[config.mk]
export PLATFORM = sky130hd
export DESIGN_NAME = axis_header_extractor
export DESIGN_NICKNAME = d
export VERILOG_FILES = /design/src/rtl/axis_header_extractor.sv
export SDC_FILE = /design/constraint.sdc
export NUM_CORES = 1
export LEC_CHECK = 0
export CORE_ASPECT_RATIO = 0.6
export CORE_MARGIN = 3
export CORE_UTILIZATION = 30
export CTS_CLUSTER_SIZE = 40
export DETAILED_ROUTE_END_ITERATION = 10
export PLACE_DENSITY_LB_ADDON = 0.1
export SETUP_SLACK_MARGIN = 0.02
export SLEW_MARGIN = 20
export SYNTH_ARGS = -nofsm -noshare
export SYNTH_HDL_FRONTEND = slang
export SYNTH_SLANG_ARGS = --single-unit
[constraint.sdc]
create_clock -name clk -period 5.8 [get_ports clk]
set_clock_uncertainty 0.15 [all_clocks]
set_input_delay 1.16 -clock clk [delete_from_list [all_inputs] [get_ports clk]]
set_output_delay 1.16 -clock clk [all_outputs]
set_load 0.01 [all_outputs]
[src/rtl/axis_header_extractor.sv]
// axis_header_extractor: strips a fixed-length header from each AXI-Stream packet, emits it as sideband and repacks the payload to lane 0
module axis_header_extractor #(
  parameter int AXIS_BYTES = 4,
  parameter int AXIS_USER_BITS = 1,
  parameter int HEADER_LENGTH_BYTES = 6,
  parameter bit EMIT_EMPTY = 1'b1
) (
  input  logic                             clk,
  input  logic                             sreset,
  output logic                             axis_i_tready,
  input  logic                             axis_i_tvalid,
  input  logic                             axis_i_tlast,
  input  logic [AXIS_BYTES-1:0]            axis_i_tkeep,
  input  logic [8*AXIS_BYTES-1:0]          axis_i_tdata,
  input  logic [AXIS_USER_BITS-1:0]        axis_i_tuser,
  input  logic                             axis_o_tready,
  output logic                             axis_o_tvalid,
  output logic                             axis_o_tlast,
  output logic [AXIS_BYTES-1:0]            axis_o_tkeep,
  output logic [8*AXIS_BYTES-1:0]          axis_o_tdata,
  output logic [AXIS_USER_BITS-1:0]        axis_o_tuser,
  output logic [8*HEADER_LENGTH_BYTES-1:0] axis_o_header,
  output logic                             short_packet,
  output logic                             empty_packet
);
  localparam int B = AXIS_BYTES;
  localparam int H = HEADER_LENGTH_BYTES;
  localparam int O = H % B;
  localparam int DW = 8 * B;
  localparam int CW = $clog2(H + B + 1);
  typedef enum logic [1:0] {HEADER, PAYLOAD, FLUSH} state_t;
  state_t state_q, state_d;
  logic [CW-1:0] hcnt_q, hcnt_d, fcnt_q, fcnt_d;
  logic [8*H-1:0] stage_q, stage_d, oh_q, oh_d;
  logic [DW-1:0] res_q, res_d, od_q, od_d, din;
  logic [AXIS_USER_BITS-1:0] ures_q, ures_d, ou_q, ou_d;
  logic [B-1:0] ok_q, ok_d;
  logic ov_q, ov_d, ol_q, ol_d, sp_q, sp_d, ep_q, ep_d;
  logic ld, acc;
  logic [31:0] c, hc;
  function automatic logic [B-1:0] kmask(input logic [31:0] n);
    logic [B-1:0] m;
    for (int i = 0; i < B; i++) m[i] = 32'(i) < n;
    return m;
  endfunction
  assign ld = !ov_q || axis_o_tready;
  assign axis_i_tready = !sreset && state_q != FLUSH && ld;
  assign acc = axis_i_tvalid && axis_i_tready;
  assign axis_o_tvalid = ov_q;
  assign axis_o_tlast = ol_q;
  assign axis_o_tkeep = ok_q;
  assign axis_o_tdata = od_q;
  assign axis_o_tuser = ou_q;
  assign axis_o_header = oh_q;
  assign short_packet = sp_q;
  assign empty_packet = ep_q;
  always_comb begin
    c = '0;
    din = '0;
    for (int i = 0; i < B; i++) begin
      c = c + 32'(axis_i_tkeep[i]);
      din[8*i +: 8] = axis_i_tdata[8*i +: 8] & {8{axis_i_tkeep[i]}};
    end
    hc = 32'(hcnt_q);
    state_d = state_q;
    hcnt_d = hcnt_q;
    fcnt_d = fcnt_q;
    stage_d = stage_q;
    res_d = res_q;
    ures_d = ures_q;
    ov_d = ov_q && !axis_o_tready;
    ol_d = ol_q;
    ok_d = ok_q;
    od_d = od_q;
    ou_d = ou_q;
    oh_d = oh_q;
    sp_d = 1'b0;
    ep_d = 1'b0;
    case (state_q)
      HEADER: if (acc) begin
        for (int j = 0; j < H; j++)
          if (hc == 32'(j - j % B)) stage_d[8*j +: 8] = din[8*(j % B) +: 8];
        hcnt_d = (hc + c < 32'(H)) && !axis_i_tlast ? CW'(hc + c) : '0;
        if (hc + c < 32'(H)) sp_d = axis_i_tlast;
        else if (!axis_i_tlast) begin
          res_d = din >> (8 * O);
          ures_d = axis_i_tuser;
          state_d = PAYLOAD;
        end else if (hc + c == 32'(H)) begin
          ep_d = !EMIT_EMPTY;
          ov_d = EMIT_EMPTY;
          ol_d = 1'b1;
          ok_d = '0;
          od_d = '0;
          ou_d = axis_i_tuser;
        end else begin
          ov_d = 1'b1;
          ol_d = 1'b1;
          ok_d = kmask(c - 32'(O));
          od_d = din >> (8 * O);
          ou_d = axis_i_tuser;
        end
      end
      PAYLOAD: if (acc) begin
        ov_d = 1'b1;
        ou_d = axis_i_tuser;
        if (O == 0) begin
          od_d = din;
          ok_d = axis_i_tkeep;
          ol_d = axis_i_tlast;
          state_d = axis_i_tlast ? HEADER : PAYLOAD;
        end else begin
          od_d = res_q | (din << (8 * (B - O)));
          res_d = din >> (8 * O);
          ures_d = axis_i_tuser;
          ol_d = axis_i_tlast && c <= 32'(O);
          ok_d = ol_d ? kmask(c + 32'(B - O)) : '1;
          fcnt_d = CW'(c - 32'(O));
          state_d = !axis_i_tlast ? PAYLOAD : ol_d ? HEADER : FLUSH;
        end
      end
      FLUSH: if (ld) begin
        ov_d = 1'b1;
        ol_d = 1'b1;
        od_d = res_q;
        ok_d = kmask(32'(fcnt_q));
        ou_d = ures_q;
        state_d = HEADER;
      end
      default: state_d = HEADER;
    endcase
    if (ld && ov_d) oh_d = stage_d;
  end
  always_ff @(posedge clk) begin
    if (sreset) begin
      state_q <= HEADER;
      hcnt_q <= '0;
      fcnt_q <= '0;
      stage_q <= '0;
      res_q <= '0;
      ures_q <= '0;
      ov_q <= 1'b0;
      ol_q <= 1'b0;
      ok_q <= '0;
      od_q <= '0;
      ou_q <= '0;
      oh_q <= '0;
      sp_q <= 1'b0;
      ep_q <= 1'b0;
    end else begin
      state_q <= state_d;
      hcnt_q <= hcnt_d;
      fcnt_q <= fcnt_d;
      stage_q <= stage_d;
      res_q <= res_d;
      ures_q <= ures_d;
      ov_q <= ov_d;
      ol_q <= ol_d;
      ok_q <= ok_d;
      od_q <= od_d;
      ou_q <= ou_d;
      oh_q <= oh_d;
      sp_q <= sp_d;
      ep_q <= ep_d;
    end
  end
endmodule

==> results.py <==
metrics = {
    "critical_path": {
        "criticalPathCategory": "input pin to flop",
        "startpoint": "axis_i_tkeep[3]",
        "startpoint_type": "input pin",
        "cp.required_ns": 5.98,
        "worstPathMaxFanout": 48,
        "reg2reg_from": "state_q[0]$_SDFFE_PP0P_",
        "endpoint_kind": "flop",
        "worstPathArrival_ns": 5.25,
    },
    "clock_network": {
        "cts.path.max_buffers": 2,
        "cts_hold_buf": 0,
        "post_cts_resized": 0,
        "cts_root_buffer": "clkbuf_16",
        "cts.clk_slew.worst_paths_ns": 0.06,
        "clock-sinks": 162,
        "htreeDepth": 4,
        "clock_latency_ns": 0.44,
        "cts_tree": "built",
        "numCtsBuffers": 17,
        "cts_setup_buffers": 0,
    },
    "route": {
        "wire_per_inst_um": 17.76,
        "viasPerCell": 5.081,
        "top_layer": "met4",
        "met2_length_um": 9271,
        "first_iter_violations": 366,
        "vias": 6148,
        "met1_length_um": 10710,
        "ant_nets": 0,
        "drc": 0,
        "wl_met3_um": 1298,
        "routed_wl_um": 21490,
        "first_pass_iters": 5,
    },
    "grt": {
        "antenna_found_initial": 0,
        "track_usage_pct": 16.54,
        "grt-ovfl-total": 0,
        "grt_start_max_net_pins": 98,
        "grt_first_pass_wirelength_um": 33830,
        "grt_pass1_vias": 5996,
    },
    "sta": {
        "clock.fmax_mhz": 197.2,
        "report.final.slew_viol_count": 0,
        "finalCritPeriodShare_pct": 87.44,
        "fin_setup_tns_ns": 0,
        "max-slew-margin-rel_pct": 26.78,
        "fin_ws_ns": 0.7285,
        "setup_viol": 0,
        "hold_violations": 0,
        "tightest_slew_ns": 1.098,
        "min_period_ns": 5.072,
        "rsz0062_at_grt": "false",
    },
    "synth": {
        "syn_avg_cell_area_um2": 9.170,
        "ys_ff_latch": 162,
        "synthArstFlopShare_pct": 0,
        "synth_area_um2": 7253,
        "ys.flop_type": "dfxtp_1",
        "ys_types": 59,
        "synthesis.nets": 846,
        "synth_edf_count": 0,
        "ys_warn_count": 0,
        "ys_seq_area_share_pct": 44.71,
        "synthCells": 791,
    },
    "finish": {
        "post-route-util_pct": 39.78,
        "syn_to_final_growth_pct": 28.36,
        "final_common_cell": "dfxtp_1",
        "final_nets": 937,
        "diodes": 0,
        "layout_common_cells": "dfxtp_1, clkdlybuf4s50_1, nand3_1",
        "drive_above_1_share_pct": 11.73,
    },
    "placement": {
        "routabilityCongestion": 0.8381,
        "pre_cts_slack_ns": 0.2937,
        "dpl.hpwl_um": 14970,
        "portBuffers": 130,
    },
    "floorplan": {
        "initial_core_util_pct": 30.99,
        "ioPinCount": 132,
        "rows": 43,
        "core_um2": 23400,
        "die_w_um": 206.7,
        "die-area_um2": 26140,
        "die_y_um": 126.4,
    },
    "worst_hold_path": {
        "min_path_type": "flop to flop",
        "min_from": "res_q[11]$_SDFFE_PP0P_",
    },
    "run_status": {
        "status": "completed",
    },
    "power": {
        "leakage_nw": 3.299,
        "power_density_nw_per_um2": 262.2,
        "ir_drop_mv": 0.2033,
    },
    "run": {
        "cap_violations": 0,
    },
}
==> layout make-up <==
class                           count  area, um^2
Fill cell                        2316       14090
Multi-Input combinational cell    544        3645
Sequential cell                   162        3243
Timing Repair Buffer              144        1416
Clock buffer                       19       432.9
Tap cell                          315       394.1
Clock inverter                     13       130.1
Inverter                           13       48.80
==> logic make-up after synthesis <==
logic type | share of synthesized area, %
fa+ha+maj | 2.450
other cells | 0.05170
flops | 44.71
mux | 10.83
compound gates | 13.68
simple gates | 22.62
xor+xnor | 0.4485
buf+inv | 5.210
==> routing by layer <==
metal / vias to the layer above / track usage, %
met4: 0 / 3.842
li1: 2973 / -
met5: - / 0
met3: 16 / 4.411
met1: 2996 / 24.41
met2: 163 / 24.00
==> registers in the layout (all words and copies together) (netlist names), 2 cells and up <==
signal,cells
axis_o_tkeep,4
state_q,2
stage_q,48
hcnt_q,4
axis_o_tdata,32
axis_o_header,48
res_q,16
fcnt_q,3
==> Yosys cell counts (2+ instances only) <==
library cell / count / area (um^2)
nor2_1: 9 / 33.78
mux2_4: 20 / 300.3
nor2b_1: 51 / 319.1
fa_1: 2 / 40.04
a211o_1: 2 / 17.52
clkbuf_1: 52 / 195.2
nand2_1: 79 / 296.5
dfxtp_1: 162 / 3243
o211ai_1: 6 / 45.04
buf_2: 14 / 70.07
mux2i_1: 17 / 170.2
nor3b_1: 4 / 30.03
nand4_1: 2 / 12.51
a21oi_1: 79 / 395.4
nand3_1: 84 / 420.4
ha_1: 11 / 137.6
o22a_1: 2 / 17.52
a31oi_1: 2 / 12.51
a41oi_1: 17 / 148.9
o21ai_0: 10 / 50.05
inv_1: 12 / 45.04
a221oi_1: 2 / 17.52
nor3_2: 2 / 20.02
and3_1: 18 / 112.6
buf_6: 5 / 56.30
nor3_1: 24 / 120.1
a311oi_1: 3 / 26.28
a211oi_1: 19 / 142.6
nand2b_1: 21 / 131.4
nand3b_1: 3 / 22.52
or3_1: 2 / 12.51
mux2_2: 28 / 315.3
==> per-stage QoR <==
step / hold WS, ns / instances / instance area, um^2 / power (W)
3_5_place_dp: 0.2929 / 1178 / 8745 / 0.001366
4_1_cts: 0.3021 / 1210 / 9308 / 0.002474
5_1_grt: 0.3249 / 1210 / 9310 / 0.002542
3_3_place_gp: 0.2890 / 1178 / 8745 / 0.001366
2_1_floorplan: 0.2819 / 791 / 7253 / 0.001279
6_report: 0.3001 / 1210 / 9310 / 0.002442
==> worst max-delay path, stage by stage <==
cell and delay (ns):
clkdlybuf4s50_1 0.55, inv_1 0.10, fa_1 0.43, inv_1 0.07, ha_1 0.18, inv_1 0.07
ha_1 0.39, fa_1 0.52, nor2b_1 0.16, o21ai_0 0.19, o2111a_1 0.30, o21a_4 0.19
a21o_2 0.19, buf_12 0.31, mux2_2 0.38
==> final timing paths <==
check,end,slack [ns],cells past startpoint
setup / recovery,axis_o_header[25]$_SDFFE_PP0P_,0.73,15
hold reg to reg,res_q[11]$_SDFFE_PP0P_,0.30,2
hold / removal,res_q[11]$_SDFFE_PP0P_,0.30,2
setup reg to reg,axis_o_header[15]$_SDFFE_PP0P_,2.44,8
==> power breakdown <==
part	internal, W	total (W)	switching [W]
logic	0.0000835	0.000212	0.000128
clock network	0.000598	0.00110	0.000500
registers	0.00113	0.00113	0.00000636
No activity file was read; power rests on OpenSTA's default activity.
